<file path="src/rtl/alu_pkg.sv">
// alu_pkg: shared definitions for the ALU scheduler.
//   N            - ALU word width (operands/results are 2*N wide)
//   OP_*         - request opcodes (12-bit / 24-bit AND and ADD)
//   ALU_*        - opcodes driven to the external N-bit ALU
//   state_t      - scheduler FSM states
package alu_pkg;

  localparam int N = 12;

  localparam logic [1:0] OP_AND12 = 2'b00;
  localparam logic [1:0] OP_ADD12 = 2'b01;
  localparam logic [1:0] OP_ADD24 = 2'b10;
  localparam logic [1:0] OP_AND24 = 2'b11;

  localparam logic [1:0] ALU_AND = 2'b00;
  localparam logic [1:0] ALU_ADD = 2'b01;

  typedef enum logic [2:0] {
    ST_IDLE = 3'd0,
    ST_LO   = 3'd1,
    ST_HI   = 3'd2,
    ST_FIX  = 3'd3,
    ST_RSP  = 3'd4
  } state_t;

  // Double-width ops need a second (upper-half) ALU pass.
  function automatic logic op_is_wide(input logic [1:0] op);
    return op[1];
  endfunction

  // The opcode encoding places ADD where the two bits differ.
  function automatic logic op_is_add(input logic [1:0] op);
    return op[0] ^ op[1];
  endfunction

endpackage

</file>
<file path="src/rtl/alu_sched_rr_arb2.sv">
// rr_arb2: two-way round-robin arbiter.
//   clk, rst_n  - clock, asynchronous active-low reset
//   i_req[1:0]  - request vector (bit g = requester g)
//   i_en        - grants are only issued while high
//   i_upd       - a grant was taken this cycle; remember the winner
//   i_upd_id    - id of the requester that was served
//   o_gnt[1:0]  - one-hot grant (combinational)
module rr_arb2 (
  input  logic       clk,
  input  logic       rst_n,
  input  logic [1:0] i_req,
  input  logic       i_en,
  input  logic       i_upd,
  input  logic       i_upd_id,
  output logic [1:0] o_gnt
);

  logic r_last;
  logic w_pick;

  // Remember the last served requester; reset value 1 lets r0 win first.
  always_ff @(posedge clk or negedge rst_n) begin
    if (!rst_n) begin
      r_last <= 1'b1;
    end else if (i_upd) begin
      r_last <= i_upd_id;
    end else begin
      r_last <= r_last;
    end
  end

  // Winner selection: with both requesting, favour the one not served last.
  always_comb begin
    w_pick = 1'b0;
    o_gnt  = 2'b00;
    if (i_req == 2'b11) begin
      w_pick = ~r_last;
    end else begin
      w_pick = i_req[1];
    end
    if (i_en && (i_req != 2'b00)) begin
      o_gnt = w_pick ? 2'b10 : 2'b01;
    end else begin
      o_gnt = 2'b00;
    end
  end

endmodule

</file>
<file path="src/rtl/alu_sched.sv">
// alu_sched: schedules 12/24-bit AND/ADD requests from two requesters onto a
// single external N-bit ALU, splitting wide ops into lower/upper passes plus
// a carry-fix pass for ADD24.
//   clk, rst_n                   - clock, asynchronous active-low reset
//   r0_*/r1_* valid/ready/op/a/b - requester handshakes and operands
//   alu_in0/alu_in1/alu_op       - operands and opcode to the ALU
//   alu_out/alu_cy/alu_zero      - combinational ALU results
//   rsp_valid/id/data/cy/zero    - one-cycle response strobe and held result
//   busy                         - scheduler is not idle
module alu_sched
  import alu_pkg::*;
#(
  parameter int N = alu_pkg::N
) (
  input  logic           clk,
  input  logic           rst_n,
  input  logic           r0_valid,
  output logic           r0_ready,
  input  logic [1:0]     r0_op,
  input  logic [2*N-1:0] r0_a,
  input  logic [2*N-1:0] r0_b,
  input  logic           r1_valid,
  output logic           r1_ready,
  input  logic [1:0]     r1_op,
  input  logic [2*N-1:0] r1_a,
  input  logic [2*N-1:0] r1_b,
  output logic [N-1:0]   alu_in0,
  output logic [N-1:0]   alu_in1,
  output logic [1:0]     alu_op,
  input  logic [N-1:0]   alu_out,
  input  logic           alu_cy,
  input  logic           alu_zero,
  output logic           rsp_valid,
  output logic           rsp_id,
  output logic [2*N-1:0] rsp_data,
  output logic           rsp_cy,
  output logic           rsp_zero,
  output logic           busy
);

  state_t r_state;
  state_t w_next;

  logic [1:0]     w_gnt;
  logic           w_accept;
  logic           w_acc_id;

  logic [1:0]     r_op;
  logic [2*N-1:0] r_a;
  logic [2*N-1:0] r_b;
  logic           r_id;
  logic [N-1:0]   r_lo;
  logic [N-1:0]   r_hi;
  logic           r_c0;
  logic           r_c1;
  logic           r_z0;

  logic           r_rsp_valid;
  logic           r_rsp_id;
  logic [2*N-1:0] r_rsp_data;
  logic           r_rsp_cy;
  logic           r_rsp_zero;
  logic           r_busy;

  logic [2*N-1:0] w_fin_data;
  logic           w_fin_cy;
  logic           w_fin_zero;

  rr_arb2 u_arb (
    .clk      (clk),
    .rst_n    (rst_n),
    .i_req    ({r1_valid, r0_valid}),
    .i_en     (r_state == ST_IDLE),
    .i_upd    (w_accept),
    .i_upd_id (w_acc_id),
    .o_gnt    (w_gnt)
  );

  assign r0_ready = w_gnt[0];
  assign r1_ready = w_gnt[1];
  assign w_accept = (r0_valid & r0_ready) | (r1_valid & r1_ready);
  assign w_acc_id = r1_valid & r1_ready;

  assign rsp_valid = r_rsp_valid;
  assign rsp_id    = r_rsp_id;
  assign rsp_data  = r_rsp_data;
  assign rsp_cy    = r_rsp_cy;
  assign rsp_zero  = r_rsp_zero;
  assign busy      = r_busy;

  // FSM state register.
  always_ff @(posedge clk or negedge rst_n) begin
    if (!rst_n) begin
      r_state <= ST_IDLE;
    end else begin
      r_state <= w_next;
    end
  end

  // Next-state selection.
  always_comb begin
    w_next = r_state;
    case (r_state)
      ST_IDLE: w_next = w_accept ? ST_LO : ST_IDLE;
      ST_LO:   w_next = op_is_wide(r_op) ? ST_HI : ST_RSP;
      ST_HI:   w_next = (r_op == OP_ADD24) ? ST_FIX : ST_RSP;
      ST_FIX:  w_next = ST_RSP;
      ST_RSP:  w_next = ST_IDLE;
      default: w_next = ST_IDLE;
    endcase
  end

  // ALU operand/opcode steering per pass; FIX folds the low carry into hi.
  always_comb begin
    alu_in0 = '0;
    alu_in1 = '0;
    alu_op  = ALU_AND;
    case (r_state)
      ST_LO: begin
        alu_in0 = r_a[N-1:0];
        alu_in1 = r_b[N-1:0];
        alu_op  = {1'b0, op_is_add(r_op)};
      end
      ST_HI: begin
        alu_in0 = r_a[2*N-1:N];
        alu_in1 = r_b[2*N-1:N];
        alu_op  = {1'b0, op_is_add(r_op)};
      end
      ST_FIX: begin
        alu_in0 = r_hi;
        alu_in1 = {{(N-1){1'b0}}, r_c0};
        alu_op  = ALU_ADD;
      end
      default: begin
        alu_in0 = '0;
        alu_in1 = '0;
        alu_op  = ALU_AND;
      end
    endcase
  end

  // Final result assembled from the last pass's live ALU outputs, so the
  // response registers hold it from the first RSP cycle. AND ops never
  // report carry because the ALU leaves a stale CY on AND.
  always_comb begin
    w_fin_data = '0;
    w_fin_cy   = 1'b0;
    w_fin_zero = 1'b0;
    case (r_state)
      ST_LO: begin
        w_fin_data = {{N{1'b0}}, alu_out};
        w_fin_cy   = (r_op == OP_ADD12) ? alu_cy : 1'b0;
        w_fin_zero = alu_zero;
      end
      ST_HI: begin
        w_fin_data = {alu_out, r_lo};
        w_fin_cy   = 1'b0;
        w_fin_zero = r_z0 & alu_zero;
      end
      ST_FIX: begin
        w_fin_data = {alu_out, r_lo};
        w_fin_cy   = r_c1 | alu_cy;
        w_fin_zero = r_z0 & alu_zero;
      end
      default: begin
        w_fin_data = '0;
        w_fin_cy   = 1'b0;
        w_fin_zero = 1'b0;
      end
    endcase
  end

  // Request capture on accept and per-pass ALU result capture.
  always_ff @(posedge clk or negedge rst_n) begin
    if (!rst_n) begin
      r_op <= 2'b00;
      r_a  <= '0;
      r_b  <= '0;
      r_id <= 1'b0;
      r_lo <= '0;
      r_hi <= '0;
      r_c0 <= 1'b0;
      r_c1 <= 1'b0;
      r_z0 <= 1'b0;
    end else begin
      case (r_state)
        ST_IDLE: begin
          if (w_accept) begin
            r_id <= w_acc_id;
            r_op <= w_acc_id ? r1_op : r0_op;
            r_a  <= w_acc_id ? r1_a  : r0_a;
            r_b  <= w_acc_id ? r1_b  : r0_b;
          end
        end
        ST_LO: begin
          r_lo <= alu_out;
          r_c0 <= alu_cy;
          r_z0 <= alu_zero;
        end
        ST_HI: begin
          r_hi <= alu_out;
          r_c1 <= alu_cy;
        end
        ST_FIX: begin
          r_hi <= alu_out;
        end
        default: begin
          r_lo <= r_lo;
        end
      endcase
    end
  end

  // Response and status registers; rsp_* hold until the next RSP.
  always_ff @(posedge clk or negedge rst_n) begin
    if (!rst_n) begin
      r_rsp_valid <= 1'b0;
      r_rsp_id    <= 1'b0;
      r_rsp_data  <= '0;
      r_rsp_cy    <= 1'b0;
      r_rsp_zero  <= 1'b0;
      r_busy      <= 1'b0;
    end else begin
      r_rsp_valid <= (w_next == ST_RSP);
      r_busy      <= (w_next != ST_IDLE);
      if (w_next == ST_RSP) begin
        r_rsp_id   <= r_id;
        r_rsp_data <= w_fin_data;
        r_rsp_cy   <= w_fin_cy;
        r_rsp_zero <= w_fin_zero;
      end
    end
  end

endmodule

</file>
<file path="config.mk">
export PLATFORM = sky130hd
export DESIGN_NAME = alu_sched
export DESIGN_NICKNAME = d
export VERILOG_FILES = /design/src/rtl/alu_pkg.sv /design/src/rtl/alu_sched_rr_arb2.sv /design/src/rtl/alu_sched.sv
export SDC_FILE = /design/constraint.sdc
export NUM_CORES = 1
export LEC_CHECK = 0
export ABC_AREA = 1
export BUFFER_PORTS_ARGS = -buffer_cell sky130_fd_sc_hd__clkbuf_2
export CORE_ASPECT_RATIO = 1.5
export CORE_MARGIN = 2
export CORE_UTILIZATION = 55
export DETAILED_ROUTE_END_ITERATION = 10
export HOLD_SLACK_MARGIN = 0.05
export MAX_ROUTING_LAYER = met4
export PLACE_DENSITY = 0.86
export SLEW_MARGIN = 20
export SYNTH_ARGS = -nofsm -noshare
export SYNTH_HDL_FRONTEND = slang
export SYNTH_SLANG_ARGS = --single-unit
</file>
<file path="constraint.sdc">
create_clock -name clk -period 4.3 [get_ports clk]
set_input_delay 0.86 -clock clk [delete_from_list [all_inputs] [get_ports clk]]
set_output_delay 0.86 -clock clk [all_outputs]
set_load 0.01 [all_outputs]
</file>
==> qor.log, run 1 <==
INFO  run_status     run_status=completed
INFO  floorplanning  die_w=84.7µm
INFO  layout         num_antenna_cells=0
INFO  grt            global_route_wire_length_before_repair=24700µm
INFO  clock_tree     cts_sinks=111
INFO  critical_path  crit_path_end_kind=output port
INFO  clock_tree     clk_transition_reported_paths=0.07ns
INFO  grt            overflow=0
INFO  hold_path      hold_class=reg2reg
INFO  layout         multi_input_comb_area=2220µm²
INFO  sta            rsz_0062_raised_after_global_routing=no
INFO  floorplanning  die_h=125µm
INFO  placed_design  place.gp.congestion=0.888
INFO  critical_path  critical-path-max-stage-delay=0.81ns
INFO  placed_design  place.detailed.instances=918
INFO  floorplanning  floorplan.core_area=9580µm²
INFO  logic_synthesis synth_area_per_cell=8.00µm²
INFO  detailed_routing route.detailed.wl_per_inst=16.1µm
INFO  detailed_routing routed_wl=15100µm
INFO  power          p_leak=0.00355µW
INFO  logic_synthesis syn_nets=791
INFO  sta            maxClockFrequency=321MHz
INFO  clock_tree     cts_buffer_depth=2
INFO  clock_tree     cts_made_buffers=9
INFO  logic_synthesis yosysUniqueCellTypes=23
INFO  floorplanning  io-pin-count=175
INFO  detailed_routing routed_via_density=5.63
INFO  logic_synthesis yosys_warnings=0
INFO  logic_synthesis ffs_latches_synth=111
INFO  critical_path  cp.arrival=2.25ns
INFO  detailed_routing detail_route.iter0.violations=422
INFO  layout         area_growth_syn_to_layout=21.7%
INFO  sta            finalCriticalPeriod=3.11ns
INFO  floorplanning  fp-row-count=44
INFO  critical_path  cp_data_required_time=3.44ns
INFO  critical_path  critical_path_startpoint_category=flop
INFO  critical_path  timing.critical_path.fanout_max=26
INFO  clock_tree     tritoncts_clock_tree=built
INFO  placed_design  dpl_cell_area=6230µm²
INFO  layout         final_net_count=934
INFO  sta            slew_violations=0
INFO  power          irDropWorstVdd=0.448mV
INFO  sta            fin_setup_tns=0ns
INFO  sta            relSlewSlack=30.0%
INFO  detailed_routing detail-route-antenna-nets=0
INFO  flow_run       cap_viol_max_count=0
INFO  layout         fin_area=6540µm²
INFO  layout         instances_no_fill=934
INFO  logic_synthesis syn_area=5370µm²
INFO  grt            via_count_of_the_first_global_routing_pass=5180
INFO  sta            number_of_hold_violations_in_the_final_report=0
INFO  clock_tree     clk_latency=0.35ns
INFO  power          total_power=4790µW
INFO  clock_tree     cts.repair.resized=0
INFO  clock_tree     ctsRootBufferMaster=sky130_fd_sc_hd__clkbuf_16
INFO  placed_design  place.detailed.hpwl=10500µm
INFO  critical_path  setup_crit_path_kind=reg2out
INFO  grt            maximum_number_of_pins_on_one_net_before_global_route_repair=90
INFO  sta            worstMarginPinSlew=1.05ns
INFO  sta            timing.final.crit_share=72.4%
INFO  grt            groute.usage.overall=29.8%
INFO  clock_tree     post_cts_buffers=0
INFO  detailed_routing post-route-drc-count=0
INFO  detailed_routing drtPass1Iterations=5
INFO  critical_path  crit_chain=inv_2, nor3_4, nand2_1, o211ai_1, clkbuf_2
INFO  grt            antenna_found_initial=0
INFO  layout         seq_area=2780µm²
INFO  layout         drive_above_1_share=25.9%
INFO  sta            worst_skew=0.00794ns
INFO  floorplanning  floorplan.initialDensity=56.1%
INFO  floorplanning  die_area=10600µm²
INFO  layout         layout.filler_cells=808
INFO  placed_design  portBuffers=173
INFO  sta            setup_viol_count_final=0
INFO  logic_synthesis ys_seq_area_share=51.7%
INFO  clock_tree     cts-hold-fix-buffers=0
INFO  critical_path  cp_slowest_cell=sky130_fd_sc_hd__nor3_4
INFO  logic_synthesis synthesis.instances=671
INFO  clock_tree     h-tree-depth=3
INFO  power          powerDensity=733nW/µm²
INFO  detailed_routing vias=5262
path summary, 6_finish.rpt:
| kind | from | end | slack (ns) | cells after the start |
|---|---|---|---|---|
| min reg2reg | r_c0 | r_c0 | 0.49 | 2 |
| max reg2reg | r_state[2] | rsp_data[14] | 2.21 | 5 |
| min in group asynchronous | rst_n | rsp_data[21] | 0.64 | 1 |
| min | r_c0 | r_c0 | 0.49 | 2 |
| max | r_state[1] | alu_in0[11] | 1.19 | 5 |
| max in group asynchronous | rst_n | u_arb.r_last | 2.74 | 2 |
logic make-up (layout without fill, tap and decap cells):
group / count (synthesis) / count (layout) / synth area share [%]
DFF: 111 / 111 / 51.7
adders and majority gates: 2 / 2 / 0.466
and+or+nand+nor: 414 / 414 / 34.2
buffers and inverters: 90 / 238 / 7.29
other: 1 / 1 / 0.0698
AOI/OAI and AO/OA: 53 / 53 / 6.17
flip-flops by register name, indices dropped and copies added, names as in the netlist, 2 cells and up:
register and cells:
r_b 24, r_a 24, r_op 2, r_hi 12, r_lo 12, rsp_data 24
r_state 3
metal layers:
metal | wire [µm] | vias to the layer above | part of all wire, % | track usage [%]
li1 | - | 2502 | - | -
met1 | 6020 | 2486 | 40 | 38.7
met2 | 7700 | 245 | 51 | 47.4
met3 | 919 | 29 | 6.1 | 4.22
met4 | 420 | 0 | 2.8 | 11.9
met5 | 0 | - | 0 | -
Yosys cell counts:
| master | number | area share [%] |
|---|---|---|
| sky130_fd_sc_hd__buf_4 | 6 | 0.84 |
| sky130_fd_sc_hd__nor3_2 | 1 | 0.19 |
| sky130_fd_sc_hd__conb_1 | 1 | 0.070 |
| sky130_fd_sc_hd__o21bai_1 | 12 | 1.7 |
| sky130_fd_sc_hd__nand3_1 | 146 | 14 |
| sky130_fd_sc_hd__nand2_1 | 219 | 15 |
| sky130_fd_sc_hd__inv_1 | 37 | 2.6 |
| sky130_fd_sc_hd__inv_2 | 3 | 0.21 |
| sky130_fd_sc_hd__a21oi_2 | 1 | 0.16 |
| sky130_fd_sc_hd__nor2_2 | 2 | 0.23 |
| sky130_fd_sc_hd__ha_1 | 2 | 0.47 |
| sky130_fd_sc_hd__dfrtp_1 | 110 | 51 |
| sky130_fd_sc_hd__o21ai_0 | 24 | 2.2 |
| sky130_fd_sc_hd__a22oi_1 | 1 | 0.14 |
| sky130_fd_sc_hd__o21ai_1 | 3 | 0.28 |
| sky130_fd_sc_hd__nand4_1 | 28 | 3.3 |
| sky130_fd_sc_hd__clkbuf_1 | 19 | 1.3 |
| sky130_fd_sc_hd__dfstp_2 | 1 | 0.49 |
| sky130_fd_sc_hd__nand3_2 | 1 | 0.19 |
| sky130_fd_sc_hd__o211ai_1 | 12 | 1.7 |
| sky130_fd_sc_hd__buf_2 | 25 | 2.3 |
| sky130_fd_sc_hd__nor2_4 | 2 | 0.42 |
| sky130_fd_sc_hd__nor2_1 | 15 | 1.0 |
layout make-up:
class	count	area share, %
well taps	115	2.20
clock inverters	6	0.995
flip-flops and latches	111	42.5
clock buffers	10	3.66
repair buffers	182	14.3
inverters	40	2.30
multi-input cells	470	34.0
layout by cell type (no fill, tap or decap), types with 3 or more instances in the layout:
cell	n
sky130_fd_sc_hd__buf_4	10
sky130_fd_sc_hd__inv_2	4
sky130_fd_sc_hd__nand2_1	219
sky130_fd_sc_hd__nand4_1	28
sky130_fd_sc_hd__clkbuf_16	9
sky130_fd_sc_hd__clkbuf_2	172
sky130_fd_sc_hd__nand3_2	3
sky130_fd_sc_hd__dfrtp_1	110
sky130_fd_sc_hd__nand3_1	144
sky130_fd_sc_hd__nor2_1	15
sky130_fd_sc_hd__o21ai_0	24
sky130_fd_sc_hd__o21bai_1	12
sky130_fd_sc_hd__o211ai_1	12
sky130_fd_sc_hd__inv_1	36
sky130_fd_sc_hd__o21ai_1	3
metrics by stage:
| stage | hold WS (ns) | setup WS [ns] | utilization (%) |
|---|---|---|---|
| CTS | 0.493 | 1.20 | 68.2 |
| global placement | 0.463 | 1.52 | 65.0 |
| finish | 0.491 | 1.19 | 68.2 |
| detailed placement | 0.474 | 1.46 | 65.0 |
| floorplan | 0.442 | 1.79 | - |
| global route | 0.513 | 1.07 | 68.2 |
worst max-delay path: cells and delay by family (launching register included):
family | cells | cell delay, ns
AND/OR/NAND/NOR | 2 | 0.95
flip-flops | 1 | 0.45
buffers and inverters | 2 | 0.32
AO/OA/AOI/OAI | 1 | 0.19
report_power, final:
group	leakage (µW)	switching, µW	internal, µW	total [µW]
registers	0.00140	292	1560	1850
clock network	0.000149	387	470	857
logic	0.00200	1370	711	2080
total	0.00355	2050	2740	4790
No activity file was read; power rests on OpenSTA's default activity.
==> run 2, diff against run 1 <==
--- a/config.mk
+++ b/config.mk
@@ -5,15 +5,15 @@
 export SDC_FILE = /design/constraint.sdc
 export NUM_CORES = 1
 export LEC_CHECK = 0
-export ABC_AREA = 1
+export ABC_AREA = 0
 export BUFFER_PORTS_ARGS = -buffer_cell sky130_fd_sc_hd__clkbuf_2
 export CORE_ASPECT_RATIO = 1.5
 export CORE_MARGIN = 2
-export CORE_UTILIZATION = 55
+export CORE_UTILIZATION = 51
 export DETAILED_ROUTE_END_ITERATION = 10
 export HOLD_SLACK_MARGIN = 0.05
 export MAX_ROUTING_LAYER = met4
-export PLACE_DENSITY = 0.86
+export PLACE_DENSITY = 0.81
 export SLEW_MARGIN = 20
 export SYNTH_ARGS = -nofsm -noshare
 export SYNTH_HDL_FRONTEND = slang
==> constraint.sdc (replaced) <==
create_clock -name clk -period 2.92 [get_ports clk]
set_input_delay 0.584 -clock clk [delete_from_list [all_inputs] [get_ports clk]]
set_output_delay 0.584 -clock clk [all_outputs]
set_load 0.01 [all_outputs]
==> run 2 against run 1 <==
Net effect: hold slack lost 0.27 ns; global-route usage decreased by 5.0 points; first-iteration DRC count decreased by 38%; non-clock buffer count grew 2; critical path depth stayed put; register-to-register slack got worse by 1.5 ns; synthesized cell count down 37%; sequential share of layout area up 0.49 points; die area rose by 5.3%; routed wire length fell by 12%; critical path type unchanged; highest routed layer unchanged.
==> qor.log, run 2 <==
INFO  floorplanning  die_w=86.9µm [was 84.7 µm]
INFO  power          irDropWorstVdd=0.659mV [was 0.448 mV]
INFO  critical_path  critPathBufInv=2 [unchanged]
INFO  sta            finalCriticalPeriod=2.61ns
INFO  power          cell_internal_pwr=4620µW [was 2740 µW]
INFO  logic_synthesis ys_top_cells_by_count=sky130_fd_sc_hd__dfrtp_1, sky130_fd_sc_hd__a221o_1, sky130_fd_sc_hd__mux2_2 [was sky130_fd_sc_hd__nand2_1, sky130_fd_sc_hd__nand3_1, sky130_fd_sc_hd__dfrtp_1]
INFO  logic_synthesis ffs_latches_synth=111 [unchanged]
INFO  grt            via_count_of_the_first_global_routing_pass=4308 [was 5180]
INFO  layout         num_antenna_cells=0 [unchanged]
INFO  grt            global_route_wire_length_before_repair=21300µm [was 24700 µm]
INFO  layout         instances_no_fill=695 [was 934]
INFO  clock_tree     clk_transition_reported_paths=0.08ns [was 0.07 ns]
INFO  critical_path  crit_path_end_kind=output port [unchanged]
INFO  floorplanning  die_h=128µm [was 125 µm]
INFO  sta            timing.final.crit_share=89.4%
INFO  clock_tree     cts_sinks=111 [unchanged]
INFO  logic_synthesis synth_area_per_cell=12.5µm² [was 8.00 µm²]
INFO  critical_path  path_depth=5 [unchanged]
INFO  layout         seq_area=2780µm² [unchanged]
INFO  detailed_routing routed_via_density=6.00 [was 5.63]
INFO  sta            worst_skew=0.0101ns [was 0.00794 ns]
INFO  clock_tree     tritoncts_clock_tree=built [unchanged]
INFO  sta            fin_setup_tns=0ns [unchanged]
INFO  logic_synthesis yosys_warnings=0 [unchanged]
INFO  clock_tree     h-tree-depth=3 [unchanged]
INFO  logic_synthesis post-synth-top-area-cell=sky130_fd_sc_hd__dfrtp_1 [unchanged]
INFO  logic_synthesis synthArstFlopShare=100% [unchanged]
INFO  sta            setup_viol_count_final=0 [unchanged]
INFO  critical_path  crit_chain=nand2b_1, nor2_1, buf_4, a22o_1, clkbuf_2 [was inv_2, nor3_4, nand2_1, o211ai_1, clkbuf_2]
INFO  logic_synthesis synthesis.instances=421 [was 671]
INFO  logic_synthesis synth.top_cells.by_area=sky130_fd_sc_hd__dfrtp_1, sky130_fd_sc_hd__mux2_2, sky130_fd_sc_hd__a221o_1 [was sky130_fd_sc_hd__dfrtp_1, sky130_fd_sc_hd__nand2_1, sky130_fd_sc_hd__nand3_1]
INFO  clock_tree     cts_made_buffers=9 [unchanged]
INFO  detailed_routing post-route-drc-count=0 [unchanged]
INFO  clock_tree     ctsRootBufferMaster=sky130_fd_sc_hd__clkbuf_16 [unchanged]
INFO  power          clock_power_share=17.1% [was 17.9%]
INFO  flow_run       cap_viol_max_count=0 [unchanged]
INFO  grt            antenna_found_initial=0 [unchanged]
INFO  clock_tree     clk_latency=0.34ns [was 0.35 ns]
INFO  layout         drive_above_1_share=44.1% [was 25.9%]
INFO  power          power.switching=2700µW [was 2050 µW]
INFO  detailed_routing vias=4172 [was 5262]
INFO  layout         fin_area=6460µm² [was 6540 µm²]
INFO  critical_path  critical-path-top-delay-family=flip-flops [was simple AND/OR/NAND/NOR gates]
INFO  logic_synthesis syn_area=5250µm² [was 5370 µm²]
INFO  critical_path  critical_path_startpoint_category=flop [unchanged]
INFO  clock_tree     post_cts_buffers=0 [unchanged]
INFO  logic_synthesis yosysTopAreaCellShare=52.4% [was 51.3%]
INFO  sta            maxClockFrequency=383MHz
INFO  sta            slew_violations=0 [unchanged]
INFO  layout         layout.filler_cells=771 [was 808]
INFO  grt            maximum_number_of_pins_on_one_net_before_global_route_repair=71 [was 90]
INFO  power          powerDensity=1130nW/µm² [was 733 nW/µm²]
INFO  layout         utilization=64.1% [was 68.2%]
INFO  hold_path      hold_class=in2async [was reg2reg]
INFO  logic_synthesis syn_nets=541 [was 791]
INFO  run_status     run_status=completed [unchanged]
INFO  sta            relSlewSlack=38.2% [was 30.0%]
INFO  critical_path  cp_slowest_cell=sky130_fd_sc_hd__dfrtp_1 [was sky130_fd_sc_hd__nor3_4]
INFO  floorplanning  die_area=11100µm² [was 10600 µm²]
INFO  layout         leading_cell_type_in_the_layout_fill_and_taps_excluded=sky130_fd_sc_hd__clkbuf_2 [was sky130_fd_sc_hd__nand2_1]
INFO  critical_path  cp_data_required_time=2.34ns [was 3.44 ns]
INFO  power          combinationalPowerShare=45.4% [was 43.4%]
INFO  detailed_routing routed_wl=13300µm [was 15100 µm]
INFO  layout         area_growth_syn_to_layout=23.0% [was 21.7%]
INFO  placed_design  place.gp.congestion=0.925 [was 0.888]
INFO  detailed_routing route.detailed.wl_per_inst=19.1µm [was 16.1 µm]
INFO  floorplanning  io-pin-count=175 [unchanged]
INFO  detailed_routing detail-route-antenna-nets=0 [unchanged]
INFO  floorplanning  fp-row-count=45 [was 44]
INFO  critical_path  critical-path-max-stage-delay=0.58ns [was 0.81 ns]
INFO  grt            groute.usage.overall=24.8% [was 29.8%]
INFO  logic_synthesis ys.flop_type=sky130_fd_sc_hd__dfrtp_1 [unchanged]
INFO  layout         final_net_count=693 [was 934]
INFO  placed_design  place.detailed.instances=679 [was 918]
INFO  logic_synthesis number_of_enable_type_register_cells_in_the_synthesized_netlist=0 [unchanged]
INFO  sta            number_of_hold_violations_in_the_final_report=0 [unchanged]
INFO  critical_path  timing.critical_path.fanout_max=14 [was 26]
INFO  grt            overflow=0 [unchanged]
INFO  clock_tree     cts_buffer_depth=2 [unchanged]
INFO  floorplanning  floorplan.core_area=10100µm² [was 9580 µm²]
INFO  critical_path  setup_crit_path_kind=reg2out [unchanged]
INFO  sta            rsz_0062_raised_after_global_routing=no [unchanged]
INFO  critical_path  cp.arrival=2.03ns [was 2.25 ns]
INFO  critical_path  r2r.worst_path.cells=4 [was 5]
INFO  layout         multi_input_comb_area=2250µm² [was 2220 µm²]
INFO  clock_tree     cts.repair.resized=0 [unchanged]
INFO  layout         layout_common_cells=sky130_fd_sc_hd__clkbuf_2, sky130_fd_sc_hd__dfrtp_1, sky130_fd_sc_hd__a221o_1 [was sky130_fd_sc_hd__nand2_1, sky130_fd_sc_hd__clkbuf_2, sky130_fd_sc_hd__nand3_1]
INFO  power          total_power=7320µW [was 4790 µW]
INFO  placed_design  place.detailed.hpwl=9480µm [was 10500 µm]
INFO  power          p_leak=0.00329µW [was 0.00355 µW]
INFO  sta            worstMarginPinSlew=0.927ns [was 1.05 ns]
INFO  clock_tree     cts-hold-fix-buffers=0 [unchanged]
INFO  placed_design  portBuffers=173 [unchanged]
INFO  floorplanning  floorplan.initialDensity=52.1% [was 56.1%]
INFO  power          sequential_fraction_of_design_power=37.5% [was 38.7%]
INFO  detailed_routing drtPass1Iterations=5 [unchanged]
INFO  detailed_routing detail_route.iter0.violations=260 [was 422]
INFO  logic_synthesis synthMostInstantiatedCell=sky130_fd_sc_hd__dfrtp_1 [was sky130_fd_sc_hd__nand2_1]
INFO  power          netSwitchingFraction=36.9% [was 42.7%]
INFO  logic_synthesis yosysUniqueCellTypes=34 [was 23]
INFO  placed_design  dpl_cell_area=6160µm² [was 6230 µm²]
INFO  logic_synthesis ys_seq_area_share=52.9% [was 51.7%]
[run 2: cell types whose count changed after synthesis, sizes merged, moves of 24 or more]
cell    change
nand2     -215
nand3     -147
o21ai      -24
inv        -35
a21boi     +48
mux2       +54
a221o      +50
nand4      -28
a22o       +25
[run 2: power groups by stage]
stage	Clock [µW]	Sequential (µW)	Combinational (µW)
after floorplan	0	2660	2380
after global placement	0	2730	3200
after detailed placement	0	2750	3320
after CTS	1260	2740	3330
after global routing	1330	2830	3630
final	1250	2750	3320
[run 2: cell families (layout without fill, tap and decap cells)]
kind of cell / Yosys count / after routing / share of synthesized area [%]
buffers and inverters: 48 / 205 / 4.86
adder cells (fa/ha/maj): 2 / 2 / 0.476
other: 1 / 1 / 0.0714
multiplexers: 55 / 55 / 11.8
AO/OA/AOI/OAI: 158 / 158 / 25.2
flip-flops: 111 / 111 / 52.9
AND/OR/NAND/NOR: 46 / 46 / 4.72
[run 2: final timing paths]
path                       startpoint           to  slack (ns)
min in group clk              r0_a[6]       r_a[6]        0.46
setup reg to reg           r_state[1]       r_b[2]        0.67
hold / removal                  rst_n       r_b[7]        0.22
max in group asynchronous       rst_n  rsp_data[4]        1.93
setup / recovery           r_state[1]   alu_in1[2]        0.31
hold reg to reg               r_hi[2]      r_hi[2]        0.48
[run 2: cell type report]
type / count / share of cell area, %
inverters: 5 / 0.290
clock buffers: 9 / 3.49
flip-flops and latches: 111 / 43.0
multi-input cells: 262 / 34.8
repair buffers: 184 / 14.9
clock inverters: 7 / 1.22
well taps: 117 / 2.27
[run 2: worst register-to-register path, delay by kind of cell, from the launching register on]
kind / cells / cell delay, ns
and+or+nand+nor: 2 / 0.95
DFF: 1 / 0.52
buffers and inverters: 1 / 0.45
AOI/OAI and AO/OA: 1 / 0.27
[run 2: stage by stage]
| step | setup WS (ns) | hold slack [ns] |
|---|---|---|
| detailed placement | 0.695 | 0.464 |
| global placement | 0.802 | 0.461 |
| floorplan | 0.980 | 0.288 |
| global route | 0.170 | 0.254 |
| CTS | 0.307 | 0.235 |
| finish | 0.310 | 0.221 |
[run 2: routing by layer]
metal  global-route usage (%)  part of all wire [%]
met1                     32.0                    42
met2                     39.1                    50
met3                     2.70                   4.4
met4                     11.8                   3.8
met5                        -                     0
